==> src/rtl/mips_mc_core_pkg.sv <==
// +----------------------------------------------------------------------------
// | mips_mc_core_pkg : state encodings, opcode/funct and fault constants
// | Rev 1.0
// +----------------------------------------------------------------------------
`default_nettype none

package mips_mc_core_pkg;

    typedef logic [2:0] state_t;

    localparam state_t c_st_fetch  = 3'd0;
    localparam state_t c_st_decode = 3'd1;
    localparam state_t c_st_exec   = 3'd2;
    localparam state_t c_st_mem    = 3'd3;
    localparam state_t c_st_wb     = 3'd4;
    localparam state_t c_st_halt   = 3'd5;

    localparam logic [5:0] c_op_rtype = 6'h00;
    localparam logic [5:0] c_op_j     = 6'h02;
    localparam logic [5:0] c_op_jal   = 6'h03;
    localparam logic [5:0] c_op_beq   = 6'h04;
    localparam logic [5:0] c_op_bne   = 6'h05;
    localparam logic [5:0] c_op_addiu = 6'h09;
    localparam logic [5:0] c_op_ori   = 6'h0D;
    localparam logic [5:0] c_op_lui   = 6'h0F;
    localparam logic [5:0] c_op_lw    = 6'h23;
    localparam logic [5:0] c_op_sw    = 6'h2B;

    localparam logic [5:0] c_fn_sll  = 6'h00;
    localparam logic [5:0] c_fn_jr   = 6'h08;
    localparam logic [5:0] c_fn_addu = 6'h21;
    localparam logic [5:0] c_fn_subu = 6'h23;
    localparam logic [5:0] c_fn_and  = 6'h24;
    localparam logic [5:0] c_fn_or   = 6'h25;
    localparam logic [5:0] c_fn_slt  = 6'h2A;

    localparam logic [1:0] c_fault_none     = 2'b00;
    localparam logic [1:0] c_fault_illegal  = 2'b01;
    localparam logic [1:0] c_fault_timeout  = 2'b10;
    localparam logic [1:0] c_fault_misalign = 2'b11;

    function automatic logic is_legal(input logic [31:0] ir);
        logic [5:0] op;
        logic [5:0] fn;
        op = ir[31:26];
        fn = ir[5:0];
        case (op)
            c_op_rtype: return fn inside {c_fn_sll, c_fn_jr, c_fn_addu, c_fn_subu,
                                          c_fn_and, c_fn_or, c_fn_slt};
            c_op_j, c_op_jal, c_op_beq, c_op_bne, c_op_addiu,
            c_op_ori, c_op_lui, c_op_lw, c_op_sw: return 1'b1;
            default: return 1'b0;
        endcase
    endfunction

endpackage

`default_nettype wire

==> src/rtl/mips_mc_core_regfile.sv <==
// +----------------------------------------------------------------------------
// | mc_regfile : 32x32 GPR file, 2 async read ports, 1 sync write, $0 hardwired
// | Rev 1.0
// +----------------------------------------------------------------------------
`default_nettype none

module mc_regfile (
    input  logic        clk,
    input  logic        rst,
    input  logic [4:0]  i_ra1,
    input  logic [4:0]  i_ra2,
    input  logic        i_we,
    input  logic [4:0]  i_wa,
    input  logic [31:0] i_wd,
    output logic [31:0] o_rd1,
    output logic [31:0] o_rd2
);

    logic [31:0] r_regs [32];

    always_ff @(posedge clk) begin
        if (rst) begin
            for (int i = 0; i < 32; i++) begin
                r_regs[i] <= 32'd0;
            end
        end else if (i_we && (i_wa != 5'd0)) begin
            r_regs[i_wa] <= i_wd;
        end
    end

    assign o_rd1 = (i_ra1 == 5'd0) ? 32'd0 : r_regs[i_ra1];
    assign o_rd2 = (i_ra2 == 5'd0) ? 32'd0 : r_regs[i_ra2];

endmodule

`default_nettype wire

==> src/rtl/mips_mc_core.sv <==
// +----------------------------------------------------------------------------
// | mips_mc_core : multi-cycle MIPS subset core with one unified memory port
// | Rev 1.0
// +----------------------------------------------------------------------------
`default_nettype none

module mips_mc_core
    import mips_mc_core_pkg::*;
#(
    parameter int            AW       = 32,
    parameter logic [AW-1:0] RESET_PC = AW'(32'h0000_3000),
    parameter int            TIMEOUT  = 16
) (
    input  logic          Clk,
    input  logic          Reset,
    output logic          mem_req,
    output logic          mem_we,
    output logic [AW-1:0] mem_addr,
    output logic [31:0]   mem_wdata,
    input  logic [31:0]   mem_rdata,
    input  logic          mem_ack,
    output logic          halted,
    output logic [1:0]    fault_code,
    output logic [AW-1:0] pc_dbg
);

    state_t        r_state, w_state_next;
    logic [AW-1:0] r_pc, w_pc4, w_br_tgt, w_j_tgt, w_pc_exec;
    logic [31:0]   r_ir, r_a, r_b, r_imm, r_alu, r_mdr;
    logic [31:0]   w_alu, w_imm, w_rd1, w_rd2, w_wd;
    logic [7:0]    r_wait, w_wait_inc;
    logic [1:0]    r_fault, w_fault_next;
    logic [5:0]    w_op, w_fn;
    logic [4:0]    w_wa;
    logic          w_legal, w_is_mem, w_is_ctrl, w_timeout, w_we;

    assign w_op       = r_ir[31:26];
    assign w_fn       = r_ir[5:0];
    assign w_legal    = is_legal(r_ir);
    assign w_is_mem   = (w_op == c_op_lw) || (w_op == c_op_sw);
    assign w_is_ctrl  = (w_op == c_op_beq) || (w_op == c_op_bne) || (w_op == c_op_j) ||
                        (w_op == c_op_jal) || ((w_op == c_op_rtype) && (w_fn == c_fn_jr));
    assign w_wait_inc = r_wait + 8'd1;
    assign w_timeout  = !mem_ack && (w_wait_inc == 8'(TIMEOUT));

    assign w_pc4    = r_pc + AW'(4);
    assign w_br_tgt = w_pc4 + {{(AW-18){r_ir[15]}}, r_ir[15:0], 2'b00};
    assign w_j_tgt  = {w_pc4[AW-1:28], r_ir[25:0], 2'b00};

    always_comb begin
        w_pc_exec = w_pc4;
        case (w_op)
            c_op_beq:           if (r_a == r_b) w_pc_exec = w_br_tgt;
            c_op_bne:           if (r_a != r_b) w_pc_exec = w_br_tgt;
            c_op_j, c_op_jal:   w_pc_exec = w_j_tgt;
            c_op_rtype:         w_pc_exec = AW'(r_a);
            default:            w_pc_exec = w_pc4;
        endcase
    end

    always_comb begin
        case (w_op)
            c_op_ori: w_imm = {16'd0, r_ir[15:0]};
            c_op_lui: w_imm = {r_ir[15:0], 16'd0};
            default:  w_imm = {{16{r_ir[15]}}, r_ir[15:0]};
        endcase
    end

    // Default covers addiu and the lw/sw effective address.
    always_comb begin
        w_alu = r_a + r_imm;
        case (w_op)
            c_op_rtype: begin
                case (w_fn)
                    c_fn_subu: w_alu = r_a - r_b;
                    c_fn_and:  w_alu = r_a & r_b;
                    c_fn_or:   w_alu = r_a | r_b;
                    c_fn_slt:  w_alu = {31'd0, $signed(r_a) < $signed(r_b)};
                    c_fn_sll:  w_alu = r_b << r_ir[10:6];
                    default:   w_alu = r_a + r_b;
                endcase
            end
            c_op_ori: w_alu = r_a | r_imm;
            c_op_lui: w_alu = r_imm;
            default:  w_alu = r_a + r_imm;
        endcase
    end

    // jal links in EXEC; every other register write happens in WB.
    assign w_we = (r_state == c_st_wb) || ((r_state == c_st_exec) && (w_op == c_op_jal));
    assign w_wa = (r_state == c_st_exec) ? 5'd31 :
                  (w_op == c_op_rtype)   ? r_ir[15:11] : r_ir[20:16];
    assign w_wd = (r_state == c_st_exec) ? 32'(w_pc4) :
                  (w_op == c_op_lw)      ? r_mdr : r_alu;

    mc_regfile u_regfile (
        .clk   (Clk),
        .rst   (Reset),
        .i_ra1 (r_ir[25:21]),
        .i_ra2 (r_ir[20:16]),
        .i_we  (w_we),
        .i_wa  (w_wa),
        .i_wd  (w_wd),
        .o_rd1 (w_rd1),
        .o_rd2 (w_rd2)
    );

    always_ff @(posedge Clk) begin
        if (Reset) r_state <= c_st_fetch;
        else       r_state <= w_state_next;
    end

    always_comb begin
        w_state_next = r_state;
        w_fault_next = r_fault;
        case (r_state)
            c_st_fetch: begin
                if (mem_ack) begin
                    w_state_next = c_st_decode;
                end else if (w_timeout) begin
                    w_state_next = c_st_halt;
                    w_fault_next = c_fault_timeout;
                end
            end
            c_st_decode: w_state_next = c_st_exec;
            c_st_exec: begin
                if (!w_legal) begin
                    w_state_next = c_st_halt;
                    w_fault_next = c_fault_illegal;
                end else if (w_is_mem && (w_alu[1:0] != 2'b00)) begin
                    w_state_next = c_st_halt;
                    w_fault_next = c_fault_misalign;
                end else if (w_is_mem) begin
                    w_state_next = c_st_mem;
                end else if (w_is_ctrl) begin
                    w_state_next = c_st_fetch;
                end else begin
                    w_state_next = c_st_wb;
                end
            end
            c_st_mem: begin
                if (mem_ack) begin
                    w_state_next = (w_op == c_op_lw) ? c_st_wb : c_st_fetch;
                end else if (w_timeout) begin
                    w_state_next = c_st_halt;
                    w_fault_next = c_fault_timeout;
                end
            end
            c_st_wb:   w_state_next = c_st_fetch;
            c_st_halt: w_state_next = c_st_halt;
            default:   w_state_next = c_st_halt;
        endcase
    end

    always_comb begin
        mem_req    = !Reset && ((r_state == c_st_fetch) || (r_state == c_st_mem));
        mem_we     = !Reset && (r_state == c_st_mem) && (w_op == c_op_sw);
        mem_addr   = (r_state == c_st_mem) ? AW'(r_alu) : r_pc;
        mem_wdata  = r_b;
        halted     = (r_state == c_st_halt);
        fault_code = r_fault;
        pc_dbg     = Reset ? RESET_PC : r_pc;
    end

    // PC holds the address of the instruction in progress until it retires.
    always_ff @(posedge Clk) begin
        if (Reset) begin
            r_pc    <= RESET_PC;
            r_ir    <= 32'd0;
            r_wait  <= 8'd0;
            r_fault <= c_fault_none;
            r_a     <= 32'd0;
            r_b     <= 32'd0;
            r_imm   <= 32'd0;
            r_alu   <= 32'd0;
            r_mdr   <= 32'd0;
        end else begin
            r_fault <= w_fault_next;
            if (w_state_next != r_state) begin
                r_wait <= 8'd0;
            end else if (((r_state == c_st_fetch) || (r_state == c_st_mem)) && !mem_ack) begin
                r_wait <= w_wait_inc;
            end
            case (r_state)
                c_st_fetch: if (mem_ack) r_ir <= mem_rdata;
                c_st_decode: begin
                    r_a   <= w_rd1;
                    r_b   <= w_rd2;
                    r_imm <= w_imm;
                end
                c_st_exec: begin
                    r_alu <= w_alu;
                    if (w_state_next == c_st_fetch) r_pc <= w_pc_exec;
                end
                c_st_mem: begin
                    if (mem_ack) r_mdr <= mem_rdata;
                    if (mem_ack && (w_op == c_op_sw)) r_pc <= w_pc4;
                end
                c_st_wb: r_pc <= w_pc4;
                default: ;
            endcase
        end
    end

endmodule

`default_nettype wire

==> config.mk <==
export PLATFORM = sky130hd
export DESIGN_NAME = mips_mc_core
export DESIGN_NICKNAME = d
export VERILOG_FILES = /design/src/rtl/mips_mc_core_pkg.sv /design/src/rtl/mips_mc_core_regfile.sv /design/src/rtl/mips_mc_core.sv
export SDC_FILE = /design/constraint.sdc
export NUM_CORES = 2
export LEC_CHECK = 0
export BUFFER_PORTS_ARGS = -buffer_cell sky130_fd_sc_hd__buf_2
export CORE_AREA = 5 5 364 635
export CTS_CLUSTER_DIAMETER = 150
export DETAILED_ROUTE_END_ITERATION = 8
export DIE_AREA = 0 0 369 640
export MAX_ROUTING_LAYER = met4
export SYNTH_ARGS = -nofsm -noshare
export SYNTH_HDL_FRONTEND = slang
export SYNTH_SLANG_ARGS = --single-unit
==> constraint.sdc <==
create_clock -name Clk -period 7.8 [get_ports Clk]
set_clock_uncertainty 0.2 [all_clocks]
set_input_delay 0.78 -clock Clk [delete_from_list [all_inputs] [get_ports Clk]]
set_output_delay 0.78 -clock Clk [all_outputs]
set_load 0.005 [all_outputs]
==> metrics <==
Root Driver clkbuf_16; GPL Wtd Cong roughly 1.1; Max Transition Viols Final 7; register area share after synthesis around half; Total Wirelength 286 mm; Seq cells post-synth 1271; Final ANT Viol Nets 0; Power Density 220 nW/µm²; Hold Fails Final Rpt 0; die width 369 µm; Synthesis Warnings 0; worst-path cell chain nand3_1 > nor4_1 > nand4_1 > inv_1 > nand2_1 > xnor2_1 > ha_1 > nand2_1 > o21ai_0 > or3_1 > o21ai_0 > or3b_2 > a31o_2 > a211o_1 > mux2i_1 > a311oi_1 > nor3_1; initial core utilization 32.8%; Remaining DRCs 0; final number of setup-violating endpoints 0; Pre-Repair DR Iteration Count 9; RSZ-0062 raised after global routing no; # fillers 21845; CP max stage delay 1000 ps; CTS tree yes; Final Cycle Share 77.9%; FMAX 165 MHz; vias 54986; ys async rst share 0%; pre-CTS setup slack 1790 ps; VDD IR-drop max 0.168 mV; Sink Count 1271; FF-to-FF setup slack about 1700 ps; CP max stage cell nor4_1; die height 640 µm; largest net degree at the start of global routing ~110; layout cells sized above 1 21.0%; post-DP HPWL slightly above 200 mm; Core Area 225000 µm²; Syn Inst Count 6278; Hold Path End r_mdr[7]; HP Class in2reg; Hold Path Depth 3; Setup WS post-layout about 1700 ps; Setup CP Type reg2reg; worst-skew pair later-pin latency 800 ps; setup TNS 0 ps; reg2reg start r_pc[4]; WP data arrival 6580 ps; drt via density approximately 6; Nets 6390; placed cell count 8931; Worst-Margin Slew 1520 ps; Pleak 26.9 nW; final instance area ~82000 µm²; Synth top cells by count 1410 x nor2_1, 1024 x edfxtp_1, 663 x mux4_2; global-route wire length before repair 404 mm; post-synth top area share between 40% and 50%; Post-Place Cell Area between 70000 and 80000 µm²; Buffers on Ports 135; HP Start mem_rdata[7]; R2R Path End r_pc[31]; GRT Overall Usage 24.2%; top-count cell post-synth nor2_1; Netlist cell types just under 90; relative slew slack -1.35%; Std-Cell Rows 231; clock buffer depth 4; Tmin final between 6000 and 7000 ps; CP max FO 8; Mapped Avg Cell Area 11.8 µm²; failing checks capacitance limit, slew limit; ys flop type edfxtp_1; reg2reg path depth 17; status complete, but fails checks; postcts setup bufs 0; clk slew on worst S/H paths ~70 ps; GRT Residual Overflow 0; DRT iter0 DRCs 5959; CTS Buf Count between 100 and 150; initial antenna violation count 5; synth top area cells edfxtp_1 42%, mux4_2 20%, nor2_1 7.2%; Post-Syn Area 74000 µm²; Final Non-Filler Cells slightly above 9000; I/O pins roughly 140; Area Growth Syn to Fin 10.6%; cell taking the most area after synthesis edfxtp_1; Max-Cap Viols 2; Resized Gates After CTS 0; Post-CTS Hold Fix Bufs 0; vias in the first global route 55366; crit path capture type register; crit start category register; Die ar. 236000 µm²; H-tree depth 4; wire per inst 31.1 µm; CP required ~8300 ps; EDFF count, synth 1024
worst max-delay path by stage:
| stage | start | end | slack, ps | cells past startpoint |
|---|---|---|---|---|
| 6_report | r_pc[4] | r_pc[31] | 1720 | 17 |
| 3_3_place_gp | r_pc[9] | r_pc[31] | 1530 | 17 |
| 2_1_floorplan | r_pc[2] | r_pc[31] | 3280 | 18 |
| 4_1_cts | r_pc[4] | r_pc[31] | 1760 | 17 |
| 5_1_grt | r_pc[4] | r_pc[31] | 1600 | 17 |
| 3_5_place_dp | r_pc[4] | r_pc[31] | 1790 | 17 |
worst max-delay path, delay by kind of cell, from the launching register on:
kind / cells / cell delay (ps)
AO/OA/AOI/OAI: 5 / 1250
XOR/XNOR: 1 / 360
adder cells (fa/ha/maj): 1 / 360
buffers and inverters: 1 / 200
flip-flops: 1 / 470
multiplexers: 1 / 150
AND/OR/NAND/NOR: 8 / 2980
final cells by class:
cell class | instances | area (µm²) | area share (%)
inverters | 171 | 642 | 0.785
clock inverters | 64 | 556 | 0.679
multi-input cells | 4311 | 35800 | 43.7
diodes | 6 | 15.0 | 0.0184
clock buffers | 170 | 3670 | 4.48
flip-flops and latches | 1271 | 35700 | 43.7
repair buffers | 267 | 1780 | 2.18
well taps | 2912 | 3640 | 4.45
state kept, by name, indices dropped and copies added (netlist names), 8 cells and up, named ones only:
signal / count
r_imm: 32
r_ir: 32
r_mdr: 32
r_wait: 8
u_regfile.r_regs: 1024
r_alu: 32
mem_wdata: 32
r_a: 32
r_pc: 32
through the flow:
stage	total power, mW	hold WS [ps]	utilization [%]
after detailed placement	11.6	246	34.4
after CTS	18.0	10.6	36.3
after global routing	18.5	53.2	36.3
after floorplan	10.1	236	-
after global placement	11.6	244	34.4
final	18.0	39.7	36.3
cell usage in the layout (no fill, tap or decap), drive strengths merged, types with 68 or more instances in the layout:
cell and count:
dfxtp 247, a21oi 348, mux4 663, ha 191, edfxtp 1024, inv 176
nand2 436, nor2 1439, buf 267, mux2i 140, clkbuf 170, o21ai 144
xnor2 68
power breakdown:
part	total, mW	leakage [nW]	switching, mW	internal [mW]
clock network	6.45	2.07	2.84	3.61
logic	3.69	12.3	2.39	1.30
registers	7.86	12.6	0.293	7.57
total	18.0	26.9	5.52	12.5
cell families (layout without fill, tap and decap cells):
| family | after synthesis | count (layout) | share of synthesized area [%] |
|---|---|---|---|
| and+or+nand+nor | 2240 | 2240 | 12.8 |
| DFF | 1271 | 1271 | 48.3 |
| AOI/OAI and AO/OA | 923 | 923 | 8.08 |
| muxes | 813 | 813 | 22.2 |
| buffers and inverters | 727 | 672 | 4.04 |
| adders and majority gates | 195 | 195 | 3.34 |
| xor gates and xnor gates | 108 | 108 | 1.28 |
| other | 1 | 38 | 0.00507 |
per-layer routing:
metal  GRT usage [%]  vias to the layer above  wire [µm]
li1                -                    23098          -
met5               -                        -          0
met1            25.8                    28004      96200
met4            15.0                        0      22400
met2            42.4                     3002     147000
met3            3.52                      882      20500
Power figures use the tool's default switching activity.
